`src/rtl/frame_uart_tx.sv`:
```
// ============================================================================
// Module   : frame_uart_tx
// Purpose  : Sends a sync header then one image frame of 16-bit pixels over 8N1 UART.
// Revision : 1.0
// ============================================================================
`default_nettype none

module frame_uart_tx #(
   parameter int          CLK_FREQ = 50_000_000,
   parameter int          BAUD     = 115200,
   parameter int          IMG_H    = 800,
   parameter int          IMG_V    = 480,
   parameter logic [7:0]  HDR0     = 8'hA5,
   parameter logic [7:0]  HDR1     = 8'h5A
) (
   input  logic        clk,
   input  logic        rst_n,
   input  logic        start,
   input  logic [15:0] pix_data,
   input  logic        pix_valid,
   output logic        pix_ready,
   output logic        Rs232_tx,
   output logic        busy,
   output logic        done
);

   localparam int BAUD_DIV  = CLK_FREQ / BAUD;
   localparam int PIX_TOTAL = IMG_H * IMG_V;
   localparam int BCW       = (BAUD_DIV > 2) ? $clog2(BAUD_DIV) : 1;
   localparam int PCW       = $clog2(PIX_TOTAL + 1);
   localparam logic [BCW-1:0] BAUD_LAST = BCW'(BAUD_DIV - 1);
   localparam logic [PCW-1:0] PIX_LAST  = PCW'(PIX_TOTAL);

   typedef enum logic [1:0] {
      S_IDLE = 2'd0,
      S_HDR  = 2'd1,
      S_PIX  = 2'd2,
      S_FIN  = 2'd3
   } state_t;

   state_t           state_q, state_d;
   logic             busy_q, busy_d;
   logic             done_q, done_d;
   logic             hdr_sel_q, hdr_sel_d;
   logic [15:0]      buf_q, buf_d;
   logic             buf_full_q, buf_full_d;
   logic             lo_pend_q, lo_pend_d;
   logic [PCW-1:0]   acc_q, acc_d;

   logic             tx_q;
   logic             sh_active_q;
   logic [BCW-1:0]   baud_q;
   logic [3:0]       bit_q;
   logic [8:0]       shift_q;

   logic             sh_done;
   logic             sh_free;
   logic             load;
   logic [7:0]       load_byte;
   logic             xfer;

   assign sh_done   = sh_active_q && (bit_q == 4'd9) && (baud_q == BAUD_LAST);
   assign sh_free   = !sh_active_q || sh_done;
   assign pix_ready = (state_q == S_PIX) && !buf_full_q && (acc_q < PIX_LAST);
   assign xfer      = pix_valid && pix_ready;

   assign Rs232_tx  = tx_q;
   assign busy      = busy_q;
   assign done      = done_q;

   always_comb begin
      state_d    = state_q;
      busy_d     = busy_q;
      done_d     = 1'b0;
      hdr_sel_d  = hdr_sel_q;
      buf_d      = buf_q;
      buf_full_d = buf_full_q;
      lo_pend_d  = lo_pend_q;
      acc_d      = acc_q;
      load       = 1'b0;
      load_byte  = 8'h00;

      case (state_q)
         S_IDLE: begin
            // A start landing on the done cycle is dropped, not queued.
            if (start && !done_q) begin
               state_d    = S_HDR;
               busy_d     = 1'b1;
               hdr_sel_d  = 1'b0;
               buf_full_d = 1'b0;
               lo_pend_d  = 1'b0;
               acc_d      = '0;
            end
         end
         S_HDR: begin
            if (sh_free) begin
               load = 1'b1;
               if (!hdr_sel_q) begin
                  load_byte = HDR0;
                  hdr_sel_d = 1'b1;
               end else begin
                  load_byte = HDR1;
                  state_d   = S_PIX;
               end
            end
         end
         S_PIX: begin
            if (xfer) begin
               buf_d      = pix_data;
               buf_full_d = 1'b1;
               acc_d      = acc_q + 1'b1;
            end
            if (sh_free) begin
               if (lo_pend_q) begin
                  // Low byte is copied out, so the buffer may refill while it shifts.
                  load       = 1'b1;
                  load_byte  = buf_q[7:0];
                  lo_pend_d  = 1'b0;
                  buf_full_d = 1'b0;
               end else if (buf_full_q) begin
                  load       = 1'b1;
                  load_byte  = buf_q[15:8];
                  lo_pend_d  = 1'b1;
               end else if (acc_q == PIX_LAST) begin
                  state_d    = S_FIN;
               end
            end
         end
         S_FIN: begin
            done_d  = 1'b1;
            busy_d  = 1'b0;
            state_d = S_IDLE;
         end
         default: state_d = S_IDLE;
      endcase
   end

   always_ff @(posedge clk or negedge rst_n) begin
      if (!rst_n) begin
         state_q    <= S_IDLE;
         busy_q     <= 1'b0;
         done_q     <= 1'b0;
         hdr_sel_q  <= 1'b0;
         buf_q      <= 16'h0000;
         buf_full_q <= 1'b0;
         lo_pend_q  <= 1'b0;
         acc_q      <= '0;
      end else begin
         state_q    <= state_d;
         busy_q     <= busy_d;
         done_q     <= done_d;
         hdr_sel_q  <= hdr_sel_d;
         buf_q      <= buf_d;
         buf_full_q <= buf_full_d;
         lo_pend_q  <= lo_pend_d;
         acc_q      <= acc_d;
      end
   end

   // shift_q holds the bits still to send, with the stop bit parked in bit 8.
   always_ff @(posedge clk or negedge rst_n) begin
      if (!rst_n) begin
         tx_q        <= 1'b1;
         sh_active_q <= 1'b0;
         baud_q      <= '0;
         bit_q       <= 4'd0;
         shift_q     <= 9'h1FF;
      end else if (load) begin
         tx_q        <= 1'b0;
         sh_active_q <= 1'b1;
         baud_q      <= '0;
         bit_q       <= 4'd0;
         shift_q     <= {1'b1, load_byte};
      end else if (sh_active_q) begin
         if (baud_q != BAUD_LAST) begin
            baud_q <= baud_q + 1'b1;
         end else if (sh_done) begin
            sh_active_q <= 1'b0;
            tx_q        <= 1'b1;
            baud_q      <= '0;
         end else begin
            baud_q  <= '0;
            bit_q   <= bit_q + 4'd1;
            tx_q    <= shift_q[0];
            shift_q <= {1'b1, shift_q[8:1]};
         end
      end
   end

endmodule

`default_nettype wire
```
`config.mk`:
```
export PLATFORM = sky130hd
export DESIGN_NAME = frame_uart_tx
export DESIGN_NICKNAME = d
export VERILOG_FILES = /design/src/rtl/frame_uart_tx.sv
export SDC_FILE = /design/constraint.sdc
export NUM_CORES = 1
export LEC_CHECK = 0
export CORE_MARGIN = 2
export CORE_UTILIZATION = 50
export DETAILED_ROUTE_END_ITERATION = 10
export DONT_BUFFER_PORTS = 1
export MAX_ROUTING_LAYER = met4
export PLACE_DENSITY = 0.75
export SLEW_MARGIN = 20
export SYNTH_ARGS = -nofsm -noshare
export SYNTH_HDL_FRONTEND = slang
export SYNTH_SLANG_ARGS = --single-unit
```
`constraint.sdc`:
```
create_clock -name clk -period 2.22 [get_ports clk]
set_input_delay 0.555 -clock clk [delete_from_list [all_inputs] [get_ports clk]]
set_output_delay 0.555 -clock clk [all_outputs]
set_load 0.01 [all_outputs]
```
==> impl_metrics.csv, run 1 <==
group,metric,value,unit
sta,setup_viol,0,
clock_tree,clock-sinks,65,
logic_synthesis,synthTopCellsByArea,"dfrtp_1 40%, dfstp_2 6.7%, mux2_4 4.7%",
logic_synthesis,synthDistinctLibCells,64,
drt,wl,7.39,mm
power,ir_worst_vdd,0.000381,V
global_route,track_usage,21.9,%
worst_setup_path,cp_max_fo,5,
floorplanning,die-area,7730,µm²
sta,slew_headroom,74.2,%
final_layout,diodes,0,
drt,wl_per_cell,16.3,µm
sta,worst_pin_slew,0.386,ns
logic_synthesis,avgSynthCellArea,10.7,µm²
place,dp_slack,0.0714,ns
floorplanning,ios,24,
logic_synthesis,yosysSeqAreaShare,46.5,%
logic_synthesis,synth_edf_count,0,
sta,setup_ws,0.0266,ns
sta,slew_viol_final,0,
worst_setup_path,r2r-end,"state_q[1]",
worst_setup_path,crit_arrival,1.64,ns
place,hpwlAfterDp,4.90,mm
logic_synthesis,yosys_register_bits,65,
clock_tree,path_clk_slew,0.08,ns
sta,hold_violations,0,
clock_tree,cts_buffers,9,
clock_tree,clock_latency,0.36,ns
global_route,grt_busiest_layer,"met2",
clock_tree,clockBufferDepth,2,
worst_setup_path,worst_r2r_startpoint,"state_q[1]",
logic_synthesis,yosys_warnings,0,
global_route,overflow,0,
logic_synthesis,yosysTopAreaCell,"dfrtp_1",
global_route,grtUsageMet3,6.60,%
logic_synthesis,syn_area,3520,µm²
sta,fin_worst_skew,0.00993,ns
floorplanning,chipWidth,87.9,µm
place,io_buffers,0,
outcome,status,"completed",
global_route,grt_pass1_vias,2541,
worst_setup_path,critPathRequiredTime,1.66,ns
clock_tree,root_buffer,"clkbuf_8",
power,p_leak,1.76,nW
worst_setup_path,r2r_setup_slack,0.14,ns
final_layout,nNetsFinal,383,
floorplanning,dieHeight,87.9,µm
drt,vias,2597,
power,switching_power,0.517,mW
power,p_seq_share,52.3,%
global_route,antenna_found_initial,0,
global_route,grt_max_degree,57,
power,power_density,566,nW/µm²
floorplanning,core,6790,µm²
worst_setup_path,crit_type,"reg -> out",
drt,remaining_drc_errors,0,
drt,vias_per_cell,5.73,
clock_tree,cts_tree,"built",
logic_synthesis,synthFlopType,"dfrtp_1",
floorplanning,start_util,51.8,%
worst_hold_path,hp-class,"in -> async",
flow_run,drv_cap,0,
power,p_total,2.26,mW
sta,fin_crit,2.19,ns
place,place_congestion,0.857,
power,power_report.internal_total,1.75,mW
logic_synthesis,synthArstFlopShare,100,%
worst_setup_path,cp-end-kind,"primary output",
sta,max_freq,0.456,GHz
global_route,met1_usage,28.3,%
power,power_frac_clock,46.6,%
drt,final_antenna_net_count,0,
power,p_sw_share,22.8,%
final_layout,fin_area,4000,µm²
clock_tree,htreeDepth,3,
logic_synthesis,syn_inst,330,
worst_setup_path,start_kind,"register",
power,pwr-share-comb,1.1,%
global_route,grt_pass1_wl,12.5,mm
drt,drt_pass1_iterations,4,
drt,drt_iter0_markers,136,
final_layout,drive_gt1_share,24.9,%
worst_setup_path,r2r_cells,6,
floorplanning,fp-row-count,30,
sta,rsz0062_at_grt,"yes",
global_route,use_met2,33.7,%
sta,timing.final.crit_share,98.8,%
final_layout,syn2layout_area_growth,13.6,%
logic_synthesis,syn_nets,361,
logic_synthesis,synth_top_area_share,39.8,%
place,dpl_cell_area,3730,µm²
[how the worst max path moves through the flow]
stage          slack, ns        from          to  depth (start not counted)
2_1_floorplan       0.19  state_q[1]  state_q[1]                          7
4_1_cts             0.02   acc_q[10]   pix_ready                          4
3_3_place_gp        0.21  state_q[0]   acc_q[16]                          7
3_5_place_dp        0.07  state_q[0]   acc_q[14]                          7
5_1_grt            -0.04   acc_q[10]   pix_ready                          4
6_report            0.03   acc_q[10]   pix_ready                          4
[cells in the mapped netlist, types with 2 or more instances]
cell type / number
dfrtp_1: 56
nor2_1: 41
nand2_1: 30
a21oi_1: 13
ha_1: 11
mux2_4: 11
o21ai_0: 11
a22o_1: 10
inv_1: 10
dfstp_2: 9
xnor2_1: 8
o22ai_1: 7
clkbuf_1: 6
mux2_2: 6
nor3_1: 6
xor2_1: 6
a221oi_1: 4
a31o_2: 4
and4_1: 4
mux2i_1: 4
nand3_1: 4
nor2b_1: 4
nor4_1: 4
o211ai_1: 4
a221o_1: 3
nor4b_1: 3
o2111ai_1: 3
o21a_1: 3
a31oi_1: 2
and2_1: 2
and2b_1: 2
buf_6: 2
nand2b_1: 2
nand4_1: 2
nand4b_1: 2
nor2_4: 2
or3_1: 2
[metal layers]
metal,vias up,wire length [µm]
li1,1248,-
met1,1292,3320
met2,45,3680
met3,12,298
met4,0,87
met5,-,0
[cell families after synthesis]
logic type	after synthesis	share of synthesized area (%)
AND/OR/NAND/NOR	122	18.6
XOR/XNOR	14	3.48
multiplexers	21	7.74
adder cells (fa/ha/maj)	11	3.91
buffers and inverters	22	3.37
flip-flops	65	46.5
AO/OA/AOI/OAI	75	16.4
[final cells by class]
cell class                      count  area (µm²)
Timing Repair Buffer               23         205
Multi-Input combinational cell    243        1790
Sequential cell                    65        1640
Tap cell                           96         120
Fill cell                         561        2790
Clock inverter                      5        63.8
Clock buffer                       11         141
Inverter                           10        37.5
[timing repair]
action / 4_1_cts / 5_1_grt
setup endpoints to repair: 1 / 3
gates resized for setup: 4 / 3
hold buffers: 1 / 0
pin swaps: 2 / 0
setup buffers: 1 / 0
hold endpoints to repair: 56 / 0
[power groups by stage]
stage	Clock [mW]	Sequential, mW	Combinational [mW]
floorplan	0	1.21	0.00102
global placement	0	1.21	0.00104
detailed placement	0	1.21	0.00103
CTS	1.07	1.18	0.0276
global route	1.12	1.18	0.0302
finish	1.05	1.18	0.0255
[placed cells by master, fill, tap and decap left out, drive strengths merged, types with 4 or more instances in the layout]
master  instances
a21oi          14
a221oi          4
a22o           10
a31o            4
and4            4
buf            23
clkbuf         11
dfrtp          56
dfstp           9
ha             11
inv            11
mux2           17
mux2i           4
nand2          31
nand3           5
nor2           43
nor2b           4
nor3            7
nor4            4
o211ai          4
o21ai          13
o22ai           7
xnor2           8
xor2            6
[sequential cells by signal, summed over array words and instances, names as in the netlist, 2 cells and up]
| register | cells |
|---|---|
| acc_q | 19 |
| bit_q | 4 |
| shift_q | 8 |
| baud_q | 9 |
| state_q | 2 |
| buf_q | 16 |
[stage by stage]
| stage | TNS, ns | hold WS, ns | utilization (%) | instances |
|---|---|---|---|---|
| detailed placement | 0 | 0.263 | 54.9 | 435 |
| global route | -0.0404 | 0.0179 | 58.9 | 453 |
| global placement | 0 | 0.263 | 54.9 | 435 |
| CTS | 0 | 0.0285 | 58.7 | 453 |
| floorplan | 0 | 0.259 | - | 330 |
| finish | 0 | 0.0357 | 58.9 | 453 |
[worst max-delay path: stages, from the launching register on]
cell and delay, ns:
dfrtp_1 0.45, nand3_2 0.18, a2111oi_4 0.42, nor2_4 0.09
buf_12 0.14
No activity file was read; power rests on OpenSTA's default activity.
==> run 2, diff against run 1 <==
- CTS_BUF_LIST: default -> sky130_fd_sc_hd__clkbuf_8
- clock period: 2.22 -> 2.2 ns (I/O delays scaled with it)
==> run 2 against run 1 <==
  * Flip-flop and latch count unchanged
  * Non-clock buffer count up 5
  * Clock skew down 0.0036 ns
  * First-iteration DRC count down 38%
  * Global-route usage up 0.66 points
  * Combinational power up 3%
  * Final cell count up 1.1%
  * Via count down 0.35%
  * Worst setup slack better by 0.053 ns
  * Count of clock-buffer cells in the layout down 2
  * Critical path type unchanged
  * Largest cell class unchanged
==> impl_metrics.csv, run 2 (synthesized netlist as in run 1, its figures left out) <==
group,metric,value,unit
worst_setup_path,cp-end-kind,"primary output",
power,p_leak,1.80,nW
final_layout,final_cell_count_no_fill,458,
global_route,grt_pass1_wl,12.8,mm
drt,remaining_drc_errors,0,
flow_run,drv_cap,0,
final_layout,mostFrequentLayoutCell,"dfrtp_1",
place,io_buffers,0,
global_route,grt_max_degree,57,
final_layout,largestRegisters,"acc_q: 19 flops, buf_q: 16 flops, baud_q: 9 flops",
sta,hold_violations,0,
clock_tree,clock-sinks,65,
power,p_sw_share,21.8,%
sta,setup_viol,0,
worst_setup_path,start_kind,"register",
worst_hold_path,hp-class,"in -> async",
place,dp_cells,435,
drt,vias,2588,
sta,slew_headroom,75.1,%
sta,fin_crit,2.12,ns
worst_setup_path,critPathRequiredTime,1.65,ns
power,power_frac_clock,48.4,%
sta,fin_worst_skew,0.00635,ns
place,dp_slack,0.0945,ns
drt,wl_met1,3.39,mm
floorplanning,dieHeight,87.9,µm
drt,drt_pass1_iterations,4,
sta,tns,0,ns
final_layout,regMostFlops,"acc_q",
worst_setup_path,crit_arrival,1.57,ns
sta,whs,0.0455,ns
drt,met2_length,3.70,mm
global_route,track_usage,22.5,%
clock_tree,root_buffer,"clkbuf_8",
power,power_density,582,nW/µm²
worst_setup_path,crit_type,"reg -> out",
sta,timing.final.crit_share,96.4,%
worst_setup_path,cp_num_cells,6,
outcome,status,"completed",
drt,highest_layer,"met4",
place,hpwlAfterDp,5.07,mm
global_route,overflow,0,
power,power_report.internal_total,1.85,mW
sta,worst_pin_slew,0.369,ns
worst_setup_path,path_buf_inv,2,
drt,wl_per_cell,16.3,µm
sta,max_freq,0.472,GHz
floorplanning,chipWidth,87.9,µm
clock_tree,clockBufferDepth,2,
floorplanning,core,6790,µm²
sta,slew_viol_final,0,
clock_tree,clock_latency,0.34,ns
drt,final_antenna_net_count,0,
worst_setup_path,crit_chain,"inv_2 -> ha_4 -> nor2b_4 -> nand2_2 -> nor2_4 -> buf_12",
sta,rsz0062_at_grt,"no",
worst_setup_path,cpPeakStageDelay,0.42,ns
clock_tree,path_clk_slew,0.07,ns
global_route,grt_pass1_vias,2602,
power,switching_power,0.516,mW
floorplanning,start_util,51.8,%
floorplanning,ios,24,
clock_tree,htreeDepth,3,
final_layout,largest_reg_flops,19,
drt,wl_met3,290,µm
power,pwr-share-comb,1.1,%
drt,vias_per_cell,5.65,
power,p_seq_share,50.5,%
worst_setup_path,cp_max_fo,6,
worst_setup_path,crit_family,"flip-flops",
worst_setup_path,slowest_stage,"dfrtp_1",
clock_tree,cts_tree,"built",
place,place_congestion,0.829,
global_route,antenna_found_initial,0,
drt,drt_iter0_markers,84,
floorplanning,fp-row-count,30,
final_layout,diodes,0,
floorplanning,die-area,7730,µm²
final_layout,nNetsFinal,388,
final_layout,syn2layout_area_growth,15.5,%
final_layout,most-common-layout-cells,"54 x dfrtp_1, 41 x nor2_1, 29 x nand2_1",
clock_tree,cts_buffers,9,
final_layout,drive_gt1_share,26.8,%
final_layout,final_core_util,59.9,%
power,ir_worst_vdd,0.000494,V
worst_setup_path,r2r_cells,9,
sta,setup_ws,0.0793,ns
drt,wl,7.48,mm
==> run 2: layer usage <==
| layer | vias up | global-route usage (%) |
|---|---|---|
| met5 | - | - |
| met4 | 0 | 5.59 |
| met3 | 7 | 6.03 |
| met2 | 49 | 34.7 |
| met1 | 1282 | 29.9 |
| li1 | 1250 | - |
==> run 2: layout make-up <==
class / instances / area, µm²
Tap cell: 96 / 120
Clock buffer: 9 / 124
Timing Repair Buffer: 28 / 243
Multi-Input combinational cell: 243 / 1800
Inverter: 10 / 37.5
Clock inverter: 7 / 100
Fill cell: 579 / 2730
Sequential cell: 65 / 1640
==> run 2: final timing paths <==
kind	startpoint	to	slack (ns)
max in group asynchronous	rst_n	state_q[1]	1.87
setup reg to reg	state_q[1]	acc_q[13]	0.14
hold reg to reg	buf_q[13]	buf_q[13]	0.51
setup / recovery	state_q[0]	pix_ready	0.08
hold / removal	rst_n	shift_q[0]	0.05
min in group clk	pix_data[11]	buf_q[11]	0.35
==> run 2: worst reg2reg max path: stages (launching register included) <==
cell and delay (ns):
dfrtp_2 0.45, inv_1 0.12, ha_1 0.23, and3b_1 0.21, buf_4 0.14, o211ai_1 0.13
nor3_1 0.16, buf_4 0.21, a211oi_1 0.09, a31o_2 0.22
==> run 2: what timing repair did <==
action	CTS	global route
setup endpoints to repair	1	9
buffers inserted	2	4
endpoints found under the hold margin	56	0
resized for setup	4	6
hold buffers	1	0
pin swaps	2	2
==> run 2: per-stage QoR <==
step                      cell area [µm²]  total power [mW]
after floorplan                      3520              1.22
after global placement               3730              1.22
after detailed placement             3730              1.22
after CTS                            4010              2.40
after global routing                 4070              2.45
final                                4070              2.36
==> run 2: power groups by stage <==
stage                     clock, mW  combinational [mW]  sequential [mW]
after floorplan                   0             0.00103             1.22
after global placement            0             0.00106             1.22
after detailed placement          0             0.00104             1.22
after CTS                      1.17              0.0276             1.19
after global routing           1.22              0.0304             1.19
final                          1.14              0.0262             1.19
